==> src/rtl/uart_pkg.sv <==
// Shared types and frame-timing helpers for the UART transmit path.
package uart_pkg;

    typedef enum logic [1:0] {
        ARB_IDLE,
        ARB_ISSUE,
        ARB_HOLD
    } arb_state_t;

    // System clock cycles per UART bit; clk_fre is given in MHz.
    function automatic int bit_cycles(input int clk_fre, input int baud);
        return (clk_fre * 1_000_000) / baud;
    endfunction

    // Start + data + optional parity + stop.
    function automatic int frame_bits(input int dw, input int parity);
        return 2 + dw + parity;
    endfunction

endpackage

==> src/rtl/rr_pick.sv <==
// Combinational round-robin picker: lowest requester at or above ptr,
// otherwise wraps to the lowest requester overall.
module rr_pick #(
    parameter int N = 4
) (
    input  logic [N-1:0]         req,
    input  logic [$clog2(N)-1:0] ptr,
    output logic [N-1:0]         grant,
    output logic [$clog2(N)-1:0] idx,
    output logic                 any
);

    localparam int IW = $clog2(N);

    logic [N-1:0] upper;
    logic [N-1:0] pool;

    for (genvar gi = 0; gi < N; gi++) begin : g_mask
        assign upper[gi] = req[gi] && (IW'(gi) >= ptr);
    end

    assign pool = (|upper) ? upper : req;
    assign any  = |req;

    always_comb begin
        idx = '0;
        for (int k = N - 1; k >= 0; k--) begin
            if (pool[k]) begin
                idx = IW'(k);
            end
        end
    end

    for (genvar gi = 0; gi < N; gi++) begin : g_grant
        assign grant[gi] = any && (idx == IW'(gi));
    end

endmodule

==> src/rtl/uart_tx_arbiter.sv <==
// Shares one uart_tx between NUM_REQ byte requesters, spacing frames by counting
// out a full frame plus guard bits. Define UART_ARB_PRIO_EN to give requester 0 priority.
module uart_tx_arbiter
    import uart_pkg::*;
#(
    parameter int CLK_FRE    = 50,
    parameter int BAUD_RATE  = 9600,
    parameter int DATA_WIDTH = 8,
    parameter int PARITY_ON  = 1,
    parameter int NUM_REQ    = 4,
    parameter int GAP_BITS   = 1
) (
    input  logic                           i_clk_sys,
    input  logic                           i_rst,
    input  logic [NUM_REQ-1:0]             i_req_valid,
    input  logic [NUM_REQ*DATA_WIDTH-1:0]  i_req_data,
    output logic [NUM_REQ-1:0]             o_req_ready,
    output logic [DATA_WIDTH-1:0]          o_data_tx,
    output logic                           o_data_valid,
    output logic [$clog2(NUM_REQ)-1:0]     o_grant_id,
    output logic                           o_busy
);

    localparam int IDX_W       = $clog2(NUM_REQ);
    localparam int BIT_CYCLES  = bit_cycles(CLK_FRE, BAUD_RATE);
    localparam int FRAME_BITS  = frame_bits(DATA_WIDTH, PARITY_ON);
    localparam int HOLD_CYCLES = (FRAME_BITS + GAP_BITS) * BIT_CYCLES;
    localparam int CNT_W       = $clog2(HOLD_CYCLES + 1);

    arb_state_t             state_reg, state_next;
    logic [CNT_W-1:0]       cnt_reg, cnt_next;
    logic [IDX_W-1:0]       ptr_reg, ptr_next;
    logic [IDX_W-1:0]       grant_id_reg, grant_id_next;
    logic [DATA_WIDTH-1:0]  data_reg, data_next;

    logic [NUM_REQ-1:0]     pick_req;
    logic [NUM_REQ-1:0]     rr_grant;
    logic [NUM_REQ-1:0]     grant_vec;
    logic [IDX_W-1:0]       rr_idx;
    logic [IDX_W-1:0]       grant_idx;
    logic                   rr_any;
    logic                   prio_hit;
    logic                   grant_any;
    logic                   accept;

`ifdef UART_ARB_PRIO_EN
    // Requester 0 bypasses the rotation; the others rotate among themselves.
    assign prio_hit = i_req_valid[0];
    assign pick_req = {i_req_valid[NUM_REQ-1:1], 1'b0};
`else
    assign prio_hit = 1'b0;
    assign pick_req = i_req_valid;
`endif

    rr_pick #(
        .N (NUM_REQ)
    ) u_rr_pick (
        .req   (pick_req),
        .ptr   (ptr_reg),
        .grant (rr_grant),
        .idx   (rr_idx),
        .any   (rr_any)
    );

    assign grant_any = prio_hit | rr_any;
    assign grant_idx = prio_hit ? '0 : rr_idx;
    assign grant_vec = prio_hit ? NUM_REQ'(1) : rr_grant;
    // Reset masks the accept so no requester is consumed while reset is held.
    assign accept    = (state_reg == ARB_IDLE) && grant_any && !i_rst;

    always_comb begin
        state_next    = state_reg;
        cnt_next      = cnt_reg;
        ptr_next      = ptr_reg;
        grant_id_next = grant_id_reg;
        data_next     = data_reg;
        case (state_reg)
            ARB_IDLE: begin
                if (accept) begin
                    state_next    = ARB_ISSUE;
                    data_next     = i_req_data[grant_idx*DATA_WIDTH +: DATA_WIDTH];
                    grant_id_next = grant_idx;
                    if (!prio_hit) begin
                        ptr_next = (rr_idx == IDX_W'(NUM_REQ - 1)) ? '0 : rr_idx + IDX_W'(1);
                    end
                end
            end
            ARB_ISSUE: begin
                state_next = ARB_HOLD;
                cnt_next   = CNT_W'(HOLD_CYCLES - 1);
            end
            ARB_HOLD: begin
                if (cnt_reg == '0) begin
                    state_next = ARB_IDLE;
                end else begin
                    cnt_next = cnt_reg - CNT_W'(1);
                end
            end
            default: state_next = ARB_IDLE;
        endcase
    end

    always_ff @(posedge i_clk_sys) begin
        if (i_rst) begin
            state_reg    <= ARB_IDLE;
            cnt_reg      <= '0;
            ptr_reg      <= '0;
            grant_id_reg <= '0;
            data_reg     <= '0;
        end else begin
            state_reg    <= state_next;
            cnt_reg      <= cnt_next;
            ptr_reg      <= ptr_next;
            grant_id_reg <= grant_id_next;
            data_reg     <= data_next;
        end
    end

    assign o_req_ready  = accept ? grant_vec : '0;
    assign o_data_tx    = data_reg;
    assign o_data_valid = (state_reg == ARB_ISSUE);
    assign o_grant_id   = grant_id_reg;
    assign o_busy       = (state_reg != ARB_IDLE);

endmodule

==> config.mk <==
export PLATFORM = sky130hd
export DESIGN_NAME = uart_tx_arbiter
export DESIGN_NICKNAME = d
export VERILOG_FILES = /design/src/rtl/uart_pkg.sv /design/src/rtl/rr_pick.sv /design/src/rtl/uart_tx_arbiter.sv
export SDC_FILE = /design/constraint.sdc
export NUM_CORES = 1
export LEC_CHECK = 0
export BUFFER_PORTS_ARGS = -buffer_cell sky130_fd_sc_hd__clkbuf_2
export CAP_MARGIN = 30
export CORE_MARGIN = 2
export CORE_UTILIZATION = 55
export CTS_BUF_LIST = sky130_fd_sc_hd__clkbuf_4 sky130_fd_sc_hd__clkbuf_8 sky130_fd_sc_hd__clkbuf_16
export CTS_CLUSTER_SIZE = 40
export DETAILED_ROUTE_END_ITERATION = 16
export PLACE_DENSITY = 0.95
export SLEW_MARGIN = 20
export SYNTH_ARGS = -nofsm -noshare
export SYNTH_HDL_FRONTEND = slang
export SYNTH_SLANG_ARGS = --single-unit
==> constraint.sdc <==
create_clock -name i_clk_sys -period 5.2 [get_ports i_clk_sys]
set_input_delay 0.52 -clock i_clk_sys [delete_from_list [all_inputs] [get_ports i_clk_sys]]
set_output_delay 0.52 -clock i_clk_sys [all_outputs]
set_load 0.02 [all_outputs]
* Word-level counts from Yosys, hierarchy flattened
Index checks and enable logic that the tools add are counted.
Cells by class: $add $sub $neg 2, $lt $le $gt $ge 4, equality and inequality tests 8, shift-type cells 1, mux-type cells 12, reduce and logical (&&, ||, !) cells 21
Operator list (number):
- one-hot mux 16 bit (2 select lines) | 1
- variable part select 32 x 6 -> 8 bit | 1
- zero test 16 bit | 1
- 2-to-1 mux 16 bit | 1
- subtractor 16 x 1 -> 16 bit (second input constant) | 1
- 2-to-1 mux 2 bit | 7
- logical AND 1 bit | 10
- 2-to-1 mux 4 bit | 2
- OR reduction 4 bit | 2
- == test 2 bit (second input constant) | 3
- != test 2 bit (second input constant) | 3
- one-hot mux 2 bit (3 select lines) | 1
- AND reduction 2 bit | 3
- == test 2 x 1 -> 1 bit (second input constant) | 2
- greater-or-equal comparator 1 x 2 -> 1 bit (first input constant) | 2
- greater-or-equal comparator 2 bit (first input constant) | 2
- zero test 2 bit | 2
- nonzero test 2 bit | 2
- adder 2 x 1 -> 2 bit (second input constant) | 1
- zero test 1 bit | 1
Word-level totals: flip-flop bits (word level) 30, input port bits 38, output and inout port bits 16, word-level logic and storage cells 53

* Logic depth before layout (Yosys ltp)
Gate-level depths: netlist (run 1).
word-level depth 11, mapped depth 9, mapped depth without buffers 7

* Hierarchy
From an unflattened synthesis (run 1), not the netlist that was laid out.
Unflattened totals: cell total of the unflattened synthesis 231, area, all modules 1920.6 µm²
Modules (own cells, without submodules):
- uart_tx_arbiter | instances 1, cells each 198, area an instance 1715.4 µm², sequential area each 600.6 µm²
- rr_pick | instances 1, cells each 33, area an instance 205.2 µm², sequential area each 0.0 µm²

* Worst setup path before layout (run 1)
No wires, ideal clock.
kind input -> output, from input port i_req_valid[1], to output port o_req_ready[1], data arrival time 1850 ps, required time 4680 ps, setup slack 2830 ps, cell stages on the path 8, path buffers 2, cells stage by stage nand2b_1 a21oi_1 a211o_1 buf_2 buf_2 inv_1 ha_1 and2_1
Between the ends: cells in the longest elaborated chain, start to end 10, elaborated cells on any way between the ends 13, those cells by class 1 x eq/ne; 6 x mux; 6 x reduce/logical
Ends and longest elaborated chain:
- start, declared | RTL line uart_tx_arbiter.sv:15 | input logic [NUM_REQ-1:0] i_req_valid,
- logical AND 1 bit | RTL line rr_pick.sv:19 | assign upper[gi] = req[gi] && (IW'(gi) >= ptr);
- OR reduction 4 bit | RTL line rr_pick.sv:22 | assign pool = (|upper) ? upper : req;
- 2-to-1 mux 4 bit (*) | RTL line rr_pick.sv:22
- 2-to-1 mux 2 bit (3 in a row) | RTL line rr_pick.sv:28 | if (pool[k]) begin
- 2-to-1 mux 2 bit (*) | RTL line rr_pick.sv:28
- net grant_idx[0] | RTL line uart_tx_arbiter.sv:40 | logic [IDX_W-1:0] grant_idx;
- == test 2 x 1 -> 1 bit (*) | RTL line rr_pick.sv:35 | assign grant[gi] = any && (idx == IW'(gi));
- logical AND 1 bit (*) | RTL line rr_pick.sv:35
- 2-to-1 mux 4 bit (*) | RTL line uart_tx_arbiter.sv:119 | assign o_req_ready = accept ? grant_vec : '0;
- end, declared | RTL line uart_tx_arbiter.sv:17 | output logic [NUM_REQ-1:0] o_req_ready,
Mark *: on every way through the listed nets, which the timed path passes. The rest lies on a longest branch.

* Worst setup path after layout (run 1)
from register ptr_reg[0], to output port o_req_ready[3]
Between the ends: cells in the longest elaborated chain, start to end 11, elaborated cells on any way between the ends 17, those cells by class 4 x order compare; 1 x eq/ne; 6 x mux; 6 x reduce/logical
Ends and longest elaborated chain:
- start, declared | RTL line uart_tx_arbiter.sv:32 | logic [IDX_W-1:0] ptr_reg, ptr_next;
- start signal, assigned | RTL line uart_tx_arbiter.sv:113 | ptr_reg <= ptr_next;
- greater-or-equal comparator 1 x 2 -> 1 bit or greater-or-equal comparator 2 bit (tied branches) | RTL line rr_pick.sv:19
- logical AND 1 bit | RTL line rr_pick.sv:19
- OR reduction 4 bit | RTL line rr_pick.sv:22
- 2-to-1 mux 4 bit (*) | RTL line rr_pick.sv:22
- 2-to-1 mux 2 bit (3 in a row) | RTL line rr_pick.sv:28
- 2-to-1 mux 2 bit (*) | RTL line rr_pick.sv:28
- net grant_idx[0] | RTL line uart_tx_arbiter.sv:40
- == test 2 bit (*) | RTL line rr_pick.sv:35
- logical AND 1 bit (*) | RTL line rr_pick.sv:35
- 2-to-1 mux 4 bit (*) | RTL line uart_tx_arbiter.sv:119
Marked as above.

==> results of run 1 <==
[cells in the final DEF (no fill, tap or decap), types with 4 or more instances in the layout]
cell	n
sky130_fd_sc_hd__nand2b_1	5
sky130_fd_sc_hd__clkbuf_4	5
sky130_fd_sc_hd__a21oi_1	14
sky130_fd_sc_hd__and2_1	6
sky130_fd_sc_hd__nand4_1	4
sky130_fd_sc_hd__nand2_1	5
sky130_fd_sc_hd__o21ai_0	5
sky130_fd_sc_hd__nor3_1	7
sky130_fd_sc_hd__nor2_1	16
sky130_fd_sc_hd__ha_1	6
sky130_fd_sc_hd__o221ai_1	8
sky130_fd_sc_hd__clkbuf_2	53
sky130_fd_sc_hd__mux2i_1	18
sky130_fd_sc_hd__inv_1	13
sky130_fd_sc_hd__dfxtp_1	30
sky130_fd_sc_hd__nand3b_1	10
sky130_fd_sc_hd__or2_2	4
[report_power, final]
group          total (µW)  leakage, µW  switching, µW  internal [µW]
Combinational         309     0.000704            179            130
Clock                 147    0.0000343           82.0           64.9
Sequential            311     0.000247           40.2            271
Total                 767     0.000986            301            466
[synthesized netlist by cell type, types with 6 or more instances]
| library cell | instances |
|---|---|
| sky130_fd_sc_hd__a21oi_1 | 14 |
| sky130_fd_sc_hd__inv_1 | 13 |
| sky130_fd_sc_hd__nor2_1 | 16 |
| sky130_fd_sc_hd__nor3_1 | 7 |
| sky130_fd_sc_hd__and2_1 | 6 |
| sky130_fd_sc_hd__ha_1 | 6 |
| sky130_fd_sc_hd__nand3b_1 | 10 |
| sky130_fd_sc_hd__dfxtp_1 | 30 |
| sky130_fd_sc_hd__mux2i_1 | 18 |
| sky130_fd_sc_hd__clkbuf_1 | 6 |
| sky130_fd_sc_hd__o221ai_1 | 8 |
[tightest hold or removal path, stage by stage (launching register included)]
cell and delay, ns:
sky130_fd_sc_hd__dfxtp_1 0.32, sky130_fd_sc_hd__nand2_1 0.05, sky130_fd_sc_hd__a21oi_1 0.06
[metrics by stage]
stage | setup slack (ns) | instance area [µm²]
floorplan | 2.83 | 1770
global placement | 2.44 | 2050
detailed placement | 2.37 | 2050
CTS | 2.31 | 2110
global route | 2.13 | 2110
finish | 2.33 | 2110
[per-layer routing]
metal / vias to the layer above / GRT usage (%)
li1: 844 / -
met1: 768 / 27.1
met2: 68 / 40.7
met3: 7 / 5.54
met4: 0 / 9.63
met5: - / 0
[worst min path at each step]
stage                        from       endpoint  slack (ns)  cells past startpoint
finish              o_grant_id[0]  o_grant_id[0]        0.47                      2
global route        o_grant_id[0]  o_grant_id[0]        0.50                      2
global placement    o_grant_id[0]  o_grant_id[0]        0.44                      2
CTS                 o_grant_id[0]  o_grant_id[0]        0.47                      2
floorplan             cnt_reg[11]    cnt_reg[11]        0.45                      2
detailed placement  o_grant_id[0]  o_grant_id[0]        0.46                      2
[cell type report]
| cell class | count | area, µm² |
|---|---|---|
| clock inverters | 2 | 12.5 |
| fillers | 249 | 942 |
| well taps | 44 | 55.1 |
| clock buffers | 6 | 51.3 |
| repair buffers | 53 | 265 |
| flip-flops and latches | 30 | 601 |
| multi-input cells | 149 | 1080 |
| inverters | 13 | 48.8 |
[kinds of logic (layout without fill, tap and decap cells)]
family,after synthesis,after routing,share of synthesized area (%)
and+or+nand+nor,75,75,26.6
AOI/OAI and AO/OA,44,44,16.8
DFF,30,30,33.9
buffers and inverters,22,74,5.16
muxes,19,19,10.8
adders and majority gates,6,6,4.24
xor gates and xnor gates,5,5,2.48
==> report_table.html, run 1 <==
<table>
<tr><th>Metric</th><th>Value</th></tr>
<tr><th colspan="2">Status</th></tr>
<tr><td>Outcome</td><td>complete, no violations</td></tr>
<tr><th colspan="2">Global routing</th></tr>
<tr><td>Number of antenna violations at the first check in global routing</td><td>0</td></tr>
<tr><td>Pin count of the biggest net entering global routing</td><td>30</td></tr>
<tr><td>Overall overflow remaining after global route</td><td>0</td></tr>
<tr><td>Overall track demand over capacity in global routing</td><td>23.2%</td></tr>
<tr><td>Number of global-route vias before repair</td><td>between 1500 and 2000</td></tr>
<tr><td>Wire length of the first global-routing pass</td><td>6.42 mm</td></tr>
<tr><th colspan="2">Routing</th></tr>
<tr><td>DRC marker count from the first detailed-route iteration</td><td>107</td></tr>
<tr><td>Mean routed wirelength per cell</td><td>13.6 µm</td></tr>
<tr><td>Length of routed met2 wiring</td><td>1.87 mm</td></tr>
<tr><td>Detailed-route via count</td><td>1687</td></tr>
<tr><td>Total iterations of the first detailed-routing run</td><td>4</td></tr>
<tr><td>Routed length on met1</td><td>1.78 mm</td></tr>
<tr><td>DRC violations left</td><td>0</td></tr>
<tr><td>Routed length on met3</td><td>344 µm</td></tr>
<tr><td>Final routed wirelength across all metal layers</td><td>4.03 mm</td></tr>
<tr><td>Routed via count divided by cell count</td><td>5.68</td></tr>
<tr><td>Antenna Violating Nets Remaining</td><td>0</td></tr>
<tr><td>DR top layer</td><td>met4</td></tr>
<tr><th colspan="2">CTS</th></tr>
<tr><td>CTS H-tree depth</td><td>2</td></tr>
<tr><td>Number of clock buffers inserted by TritonCTS</td><td>5</td></tr>
<tr><td>Skew-Pair Late Insertion Delay</td><td>0.34 ns</td></tr>
<tr><td>CTS sink count</td><td>30</td></tr>
<tr><td>Clock Root Buffer</td><td>sky130_fd_sc_hd__clkbuf_4</td></tr>
<tr><td>Clock tree from TritonCTS</td><td>yes</td></tr>
<tr><td>Number of buffers added to fix hold violations after cts</td><td>0</td></tr>
<tr><td>Deepest clock path buffer count</td><td>2</td></tr>
<tr><td>Clock transition at the registers of the reported paths</td><td>0.08 ns</td></tr>
<tr><td>Number of setup buffers added after CTS</td><td>0</td></tr>
<tr><td>Resize count post-CTS</td><td>0</td></tr>
<tr><th colspan="2">Layout</th></tr>
<tr><td>Share of post-route cells with drive strength above 1</td><td>roughly 29%</td></tr>
<tr><td>Final Instance Count excl. Fillers</td><td>297</td></tr>
<tr><td>Post-Route Utilization</td><td>between 60% and 70%</td></tr>
<tr><td>Number of diodes added for antenna fixing</td><td>0</td></tr>
<tr><td>Area growth from synthesis to layout</td><td>19.3%</td></tr>
<tr><td>Layout net count</td><td>296</td></tr>
<tr><td>Number of flip-flops under the largest register name</td><td>16</td></tr>
<tr><th colspan="2">Timing</th></tr>
<tr><td>Sum Neg Setup Slack</td><td>0 ns</td></tr>
<tr><td>Max-slew violation count</td><td>0</td></tr>
<tr><td>Setup violation total in the final timing report</td><td>0</td></tr>
<tr><td>Period Utilization, post-route</td><td>55.3%</td></tr>
<tr><td>RSZ-0062 raised after global routing</td><td>no</td></tr>
<tr><td>Final Hold Fails</td><td>0</td></tr>
<tr><td>Highest clock frequency the design can meet</td><td>approximately 350 MHz</td></tr>
<tr><td>Worst hold-check slack</td><td>around 0.47 ns</td></tr>
<tr><td>Post-Route Skew</td><td>0.0158 ns</td></tr>
<tr><td>Remaining max-slew budget at the tightest pin</td><td>about 41%</td></tr>
<tr><td>Period minus WS final</td><td>2.87 ns</td></tr>
<tr><td>Slew at the pin with the worst max-slew slack</td><td>0.879 ns</td></tr>
<tr><th colspan="2">Logic synthesis</th></tr>
<tr><td>Number of enable flip-flop cells after synthesis</td><td>0</td></tr>
<tr><td>Syn_area_per_cell</td><td>roughly 9 µm²</td></tr>
<tr><td>Register area share after synthesis</td><td>33.9%</td></tr>
<tr><td>Post-synth top flop</td><td>sky130_fd_sc_hd__dfxtp_1</td></tr>
<tr><td>Top cell type's share of synthesized area</td><td>33.9%</td></tr>
<tr><td>Cell types with the largest area share after synthesis</td><td>sky130_fd_sc_hd__dfxtp_1, sky130_fd_sc_hd__mux2i_1, sky130_fd_sc_hd__ha_1</td></tr>
<tr><td>Fraction of registers with async set/reset</td><td>0%</td></tr>
<tr><td>Synthesized area</td><td>between 0.0015 and 0.002 mm²</td></tr>
<tr><td>Count of yosys warnings during synthesis</td><td>0</td></tr>
<tr><td>Count of cell types in the netlist</td><td>45</td></tr>
<tr><td>Synthesized flop and latch total</td><td>30</td></tr>
<tr><td>Syn Nets</td><td>245</td></tr>
<tr><td>Number of instances in the synthesized netlist</td><td>201</td></tr>
<tr><td>Cell taking the most area after synthesis</td><td>sky130_fd_sc_hd__dfxtp_1</td></tr>
<tr><th colspan="2">Floorplanning</th></tr>
<tr><td>Initial Utilization</td><td>just under 60%</td></tr>
<tr><td>Number of primary I/O pins</td><td>54</td></tr>
<tr><td>Chip Height</td><td>60.7 µm</td></tr>
<tr><td>Number of placement rows</td><td>20</td></tr>
<tr><td>Width of the die</td><td>60.7 µm</td></tr>
<tr><td>Core region area</td><td>0.00305 mm²</td></tr>
<tr><td>Die area</td><td>0.00369 mm²</td></tr>
<tr><th colspan="2">Critical path</th></tr>
<tr><td>Register-to-Register Path Depth</td><td>7</td></tr>
<tr><td>Crit path required time</td><td>4.68 ns</td></tr>
<tr><td>R2r startpoint</td><td>ptr_reg[0]</td></tr>
<tr><td>Worst stage delay on the critical path</td><td>0.70 ns</td></tr>
<tr><td>Logic depth of the worst setup path including buffers</td><td>7</td></tr>
<tr><td>WS Path Type</td><td>reg -&gt; out</td></tr>
<tr><td>Slowest-stage cell, CP</td><td>sky130_fd_sc_hd__a211o_1</td></tr>
<tr><td>Buf/Inv on CP</td><td>2</td></tr>
<tr><td>CP Launch Type</td><td>flip-flop</td></tr>
<tr><td>Data arrival time of the critical path</td><td>2.35 ns</td></tr>
<tr><td>CP delay by family, top</td><td>compound AO/OA/AOI/OAI gates</td></tr>
<tr><td>Cell breakdown of the critical path</td><td>nand2b_1 -&gt; a21oi_1 -&gt; a211o_1 -&gt; inv_1 -&gt; ha_1 -&gt; and2_1 -&gt; clkbuf_2</td></tr>
<tr><td>Launch point of the critical path</td><td>ptr_reg[0]</td></tr>
<tr><td>End of the worst register-to-register path</td><td>ptr_reg[1]</td></tr>
<tr><td>Maximum fanout count along the critical path</td><td>20</td></tr>
<tr><td>Worst setup path endpoint</td><td>o_req_ready[3]</td></tr>
<tr><td>Flop-to-flop setup slack</td><td>3.04 ns</td></tr>
<tr><td>Worst setup EP type</td><td>output pin</td></tr>
<tr><th colspan="2">Hold path</th></tr>
<tr><td>Worst hold path type</td><td>reg -&gt; reg</td></tr>
<tr><th colspan="2">Power and ir drop</th></tr>
<tr><td>Maximum resistive drop on vdd</td><td>0.198 mV</td></tr>
<tr><td>Pwr/cell area</td><td>364 mW/mm²</td></tr>
<tr><td>Standby leakage power</td><td>0.000986 µW</td></tr>
<tr><td>Overall Power</td><td>767 µW</td></tr>
<tr><th colspan="2">Placed design</th></tr>
<tr><td>GP Congestion</td><td>roughly 0.8</td></tr>
<tr><td>Post-Place Cells</td><td>289</td></tr>
<tr><td>Detailed placer's ending HPWL</td><td>between 3 and 4 mm</td></tr>
<tr><td>Port Buffers</td><td>53</td></tr>
<tr><th colspan="2">Run</th></tr>
<tr><td>Number of max-cap violations</td><td>0</td></tr>
</table>
No activity file was read; power rests on OpenSTA's default activity.
==> inputs of run 2 (changes only) <==
CORE_UTILIZATION = 51   (was 55)
PLACE_DENSITY = 0.89   (was 0.95)
clock period = 2.68 ns   (was 5.2 ns; I/O delays follow)
==> report_table.html, run 2 (synthesis results as in run 1) <==
<table>
<tr><th>Metric</th><th>Value</th></tr>
<tr><th colspan="2">Status</th></tr>
<tr><td>Outcome</td><td>complete, no violations</td></tr>
<tr><th colspan="2">CTS</th></tr>
<tr><td>Number of buffers added to fix hold violations after cts</td><td>0</td></tr>
<tr><td>CTS sink count</td><td>30</td></tr>
<tr><td>Skew-Pair Late Insertion Delay</td><td>0.33 ns</td></tr>
<tr><td>Deepest clock path buffer count</td><td>2</td></tr>
<tr><td>Number of clock buffers inserted by TritonCTS</td><td>5</td></tr>
<tr><td>CTS H-tree depth</td><td>2</td></tr>
<tr><td>Clock tree from TritonCTS</td><td>yes</td></tr>
<tr><td>Clock Root Buffer</td><td>sky130_fd_sc_hd__clkbuf_4</td></tr>
<tr><td>Number of setup buffers added after CTS</td><td>0</td></tr>
<tr><td>Resize count post-CTS</td><td>0</td></tr>
<tr><td>Clock transition at the registers of the reported paths</td><td>0.10 ns</td></tr>
<tr><th colspan="2">Timing</th></tr>
<tr><td>Remaining max-slew budget at the tightest pin</td><td>between 70 and 80%</td></tr>
<tr><td>Sum Neg Setup Slack</td><td>0 ns</td></tr>
<tr><td>Worst hold-check slack</td><td>0.223 ns</td></tr>
<tr><td>Highest clock frequency the design can meet</td><td>416 MHz</td></tr>
<tr><td>Final Hold Fails</td><td>0</td></tr>
<tr><td>Period Utilization, post-route</td><td>about nine tenths</td></tr>
<tr><td>Max-slew violation count</td><td>0</td></tr>
<tr><td>RSZ-0062 raised after global routing</td><td>no</td></tr>
<tr><td>Period minus WS final</td><td>2.40 ns</td></tr>
<tr><td>Slew at the pin with the worst max-slew slack</td><td>0.414 ns</td></tr>
<tr><td>Setup violation total in the final timing report</td><td>0</td></tr>
<tr><td>Post-Route Skew</td><td>0.00866 ns</td></tr>
<tr><th colspan="2">Critical path</th></tr>
<tr><td>Maximum fanout count along the critical path</td><td>14</td></tr>
<tr><td>Register-to-Register Path Depth</td><td>5</td></tr>
<tr><td>Crit path required time</td><td>2.41 ns</td></tr>
<tr><td>Launch point of the critical path</td><td>state_reg[1]</td></tr>
<tr><td>Cell breakdown of the critical path</td><td>or2_2 -&gt; a31o_2 -&gt; nor2_1 -&gt; and2_1 -&gt; clkbuf_2</td></tr>
<tr><td>Worst stage delay on the critical path</td><td>0.40 ns</td></tr>
<tr><td>Logic depth of the worst setup path including buffers</td><td>5</td></tr>
<tr><td>R2r startpoint</td><td>cnt_reg[2]</td></tr>
<tr><td>CP Launch Type</td><td>flip-flop</td></tr>
<tr><td>Buf/Inv on CP</td><td>1</td></tr>
<tr><td>End of the worst register-to-register path</td><td>cnt_reg[15]</td></tr>
<tr><td>Worst setup path endpoint</td><td>o_req_ready[2]</td></tr>
<tr><td>Slowest-stage cell, CP</td><td>sky130_fd_sc_hd__dfxtp_1</td></tr>
<tr><td>CP delay by family, top</td><td>simple AND/OR/NAND/NOR gates</td></tr>
<tr><td>Data arrival time of the critical path</td><td>approximately 2.1 ns</td></tr>
<tr><td>WS Path Type</td><td>reg -&gt; out</td></tr>
<tr><td>Flop-to-flop setup slack</td><td>0.61 ns</td></tr>
<tr><td>Worst setup EP type</td><td>output pin</td></tr>
<tr><th colspan="2">Global routing</th></tr>
<tr><td>Number of antenna violations at the first check in global routing</td><td>0</td></tr>
<tr><td>Number of global-route vias before repair</td><td>~1600</td></tr>
<tr><td>Pin count of the biggest net entering global routing</td><td>21</td></tr>
<tr><td>Overall overflow remaining after global route</td><td>0</td></tr>
<tr><td>Overall track demand over capacity in global routing</td><td>21.8%</td></tr>
<tr><td>Wire length of the first global-routing pass</td><td>about 7.0 mm</td></tr>
<tr><th colspan="2">Floorplanning</th></tr>
<tr><td>Number of primary I/O pins</td><td>54</td></tr>
<tr><td>Core region area</td><td>0.00334 mm²</td></tr>
<tr><td>Die area</td><td>roughly 0.0040 mm²</td></tr>
<tr><td>Initial Utilization</td><td>a little over half</td></tr>
<tr><td>Chip Height</td><td>62.9 µm</td></tr>
<tr><td>Width of the die</td><td>62.9 µm</td></tr>
<tr><td>Number of placement rows</td><td>21</td></tr>
<tr><th colspan="2">Placed design</th></tr>
<tr><td>Port Buffers</td><td>53</td></tr>
<tr><td>GP Congestion</td><td>0.868</td></tr>
<tr><td>Detailed placer's ending HPWL</td><td>3.10 mm</td></tr>
<tr><td>Cell area reported after detailed placement</td><td>0.00207 mm²</td></tr>
<tr><th colspan="2">Power and ir drop</th></tr>
<tr><td>Overall Power</td><td>1500 µW</td></tr>
<tr><td>Sw power</td><td>581 µW</td></tr>
<tr><td>Share of power burned in registers</td><td>40.3%</td></tr>
<tr><td>Pwr/cell area</td><td>around 700 mW/mm²</td></tr>
<tr><td>Standby leakage power</td><td>0.00100 µW</td></tr>
<tr><td>Internal portion of total power</td><td>922 µW</td></tr>
<tr><td>Comb power frac</td><td>40.5%</td></tr>
<tr><td>Fraction of power consumed by the clock network</td><td>19.3%</td></tr>
<tr><td>Switching Fraction</td><td>about 39%</td></tr>
<tr><td>Maximum resistive drop on vdd</td><td>0.491 mV</td></tr>
<tr><th colspan="2">Routing</th></tr>
<tr><td>Detailed-route via count</td><td>1678</td></tr>
<tr><td>DRC violations left</td><td>0</td></tr>
<tr><td>Final routed wirelength across all metal layers</td><td>between 4 and 5 mm</td></tr>
<tr><td>DRC marker count from the first detailed-route iteration</td><td>110</td></tr>
<tr><td>Total iterations of the first detailed-routing run</td><td>4</td></tr>
<tr><td>Routed via count divided by cell count</td><td>around 5.6</td></tr>
<tr><td>Mean routed wirelength per cell</td><td>13.6 µm</td></tr>
<tr><td>Length of routed met2 wiring</td><td>2.03 mm</td></tr>
<tr><td>Routed length on met1</td><td>between 1.5 and 2 mm</td></tr>
<tr><td>Routed length on met3</td><td>217 µm</td></tr>
<tr><td>Antenna Violating Nets Remaining</td><td>0</td></tr>
<tr><td>DR top layer</td><td>met4</td></tr>
<tr><th colspan="2">Layout</th></tr>
<tr><td>Post-Route Utilization</td><td>64.0%</td></tr>
<tr><td>Most common library cell in the layout ignoring fill and taps</td><td>sky130_fd_sc_hd__clkbuf_2</td></tr>
<tr><td>Fill count</td><td>roughly 300</td></tr>
<tr><td>Most frequent cells in the layout</td><td>sky130_fd_sc_hd__clkbuf_2, sky130_fd_sc_hd__dfxtp_1, sky130_fd_sc_hd__mux2i_1, sky130_fd_sc_hd__nor2_1, sky130_fd_sc_hd__a21oi_1</td></tr>
<tr><td>Finished Cell Area</td><td>0.00214 mm²</td></tr>
<tr><td>Share of post-route cells with drive strength above 1</td><td>29.7%</td></tr>
<tr><td>Layout net count</td><td>299</td></tr>
<tr><td>Number of flip-flops under the largest register name</td><td>16</td></tr>
<tr><td>Area growth from synthesis to layout</td><td>20.7%</td></tr>
<tr><td>Number of diodes added for antenna fixing</td><td>0</td></tr>
<tr><th colspan="2">Run</th></tr>
<tr><td>Number of max-cap violations</td><td>0</td></tr>
<tr><th colspan="2">Hold path</th></tr>
<tr><td>Worst hold path type</td><td>in -&gt; reg</td></tr>
</table>
[run 2: layout make-up]
class                   instances  area [µm²]  share of cell area [%]
repair buffers                 56         288                    13.5
clock inverters                 1        5.00                   0.234
multi-input cells             149        1080                    50.4
clock buffers                   7        58.8                    2.75
flip-flops and latches         30         601                    28.1
inverters                      13        48.8                    2.28
well taps                      46        57.6                    2.69
[run 2: stage by stage]
| stage | cells | setup WS, ns |
|---|---|---|
| after floorplan | 201 | 0.744 |
| after global placement | 294 | 0.676 |
| after detailed placement | 294 | 0.639 |
| after CTS | 302 | 0.252 |
| after global routing | 302 | 0.103 |
| final | 302 | 0.276 |
[run 2: worst min path at each step]
stage,from,endpoint,cells after the start
finish,i_rst,ptr_reg[1],2
global route,i_rst,ptr_reg[1],2
CTS,i_rst,ptr_reg[1],2
detailed placement,cnt_reg[11],cnt_reg[11],2
global placement,o_grant_id[0],o_grant_id[0],2
floorplan,cnt_reg[11],cnt_reg[11],2
[run 2: worst register-to-register path: stages (launching register included)]
cell and delay (ns):
sky130_fd_sc_hd__dfxtp_1 0.36, sky130_fd_sc_hd__or4_4 0.57, sky130_fd_sc_hd__nor4_4 0.27, sky130_fd_sc_hd__nand4b_2 0.21
sky130_fd_sc_hd__or4_1 0.43, sky130_fd_sc_hd__a31oi_1 0.16
[run 2: layer usage]
layer	track usage, %	up-vias
li1	-	842
met1	26.5	783
met2	36.8	51
met3	6.13	2
met4	7.50	0
met5	0	-
[run 2: power groups by stage]
stage / sequential (µW) / clock, µW / combinational, µW
final: 605 / 289 / 608
after global routing: 616 / 314 / 674
after CTS: 603 / 298 / 606
after detailed placement: 612 / 0 / 601
after global placement: 609 / 0 / 590
after floorplan: 631 / 0 / 424
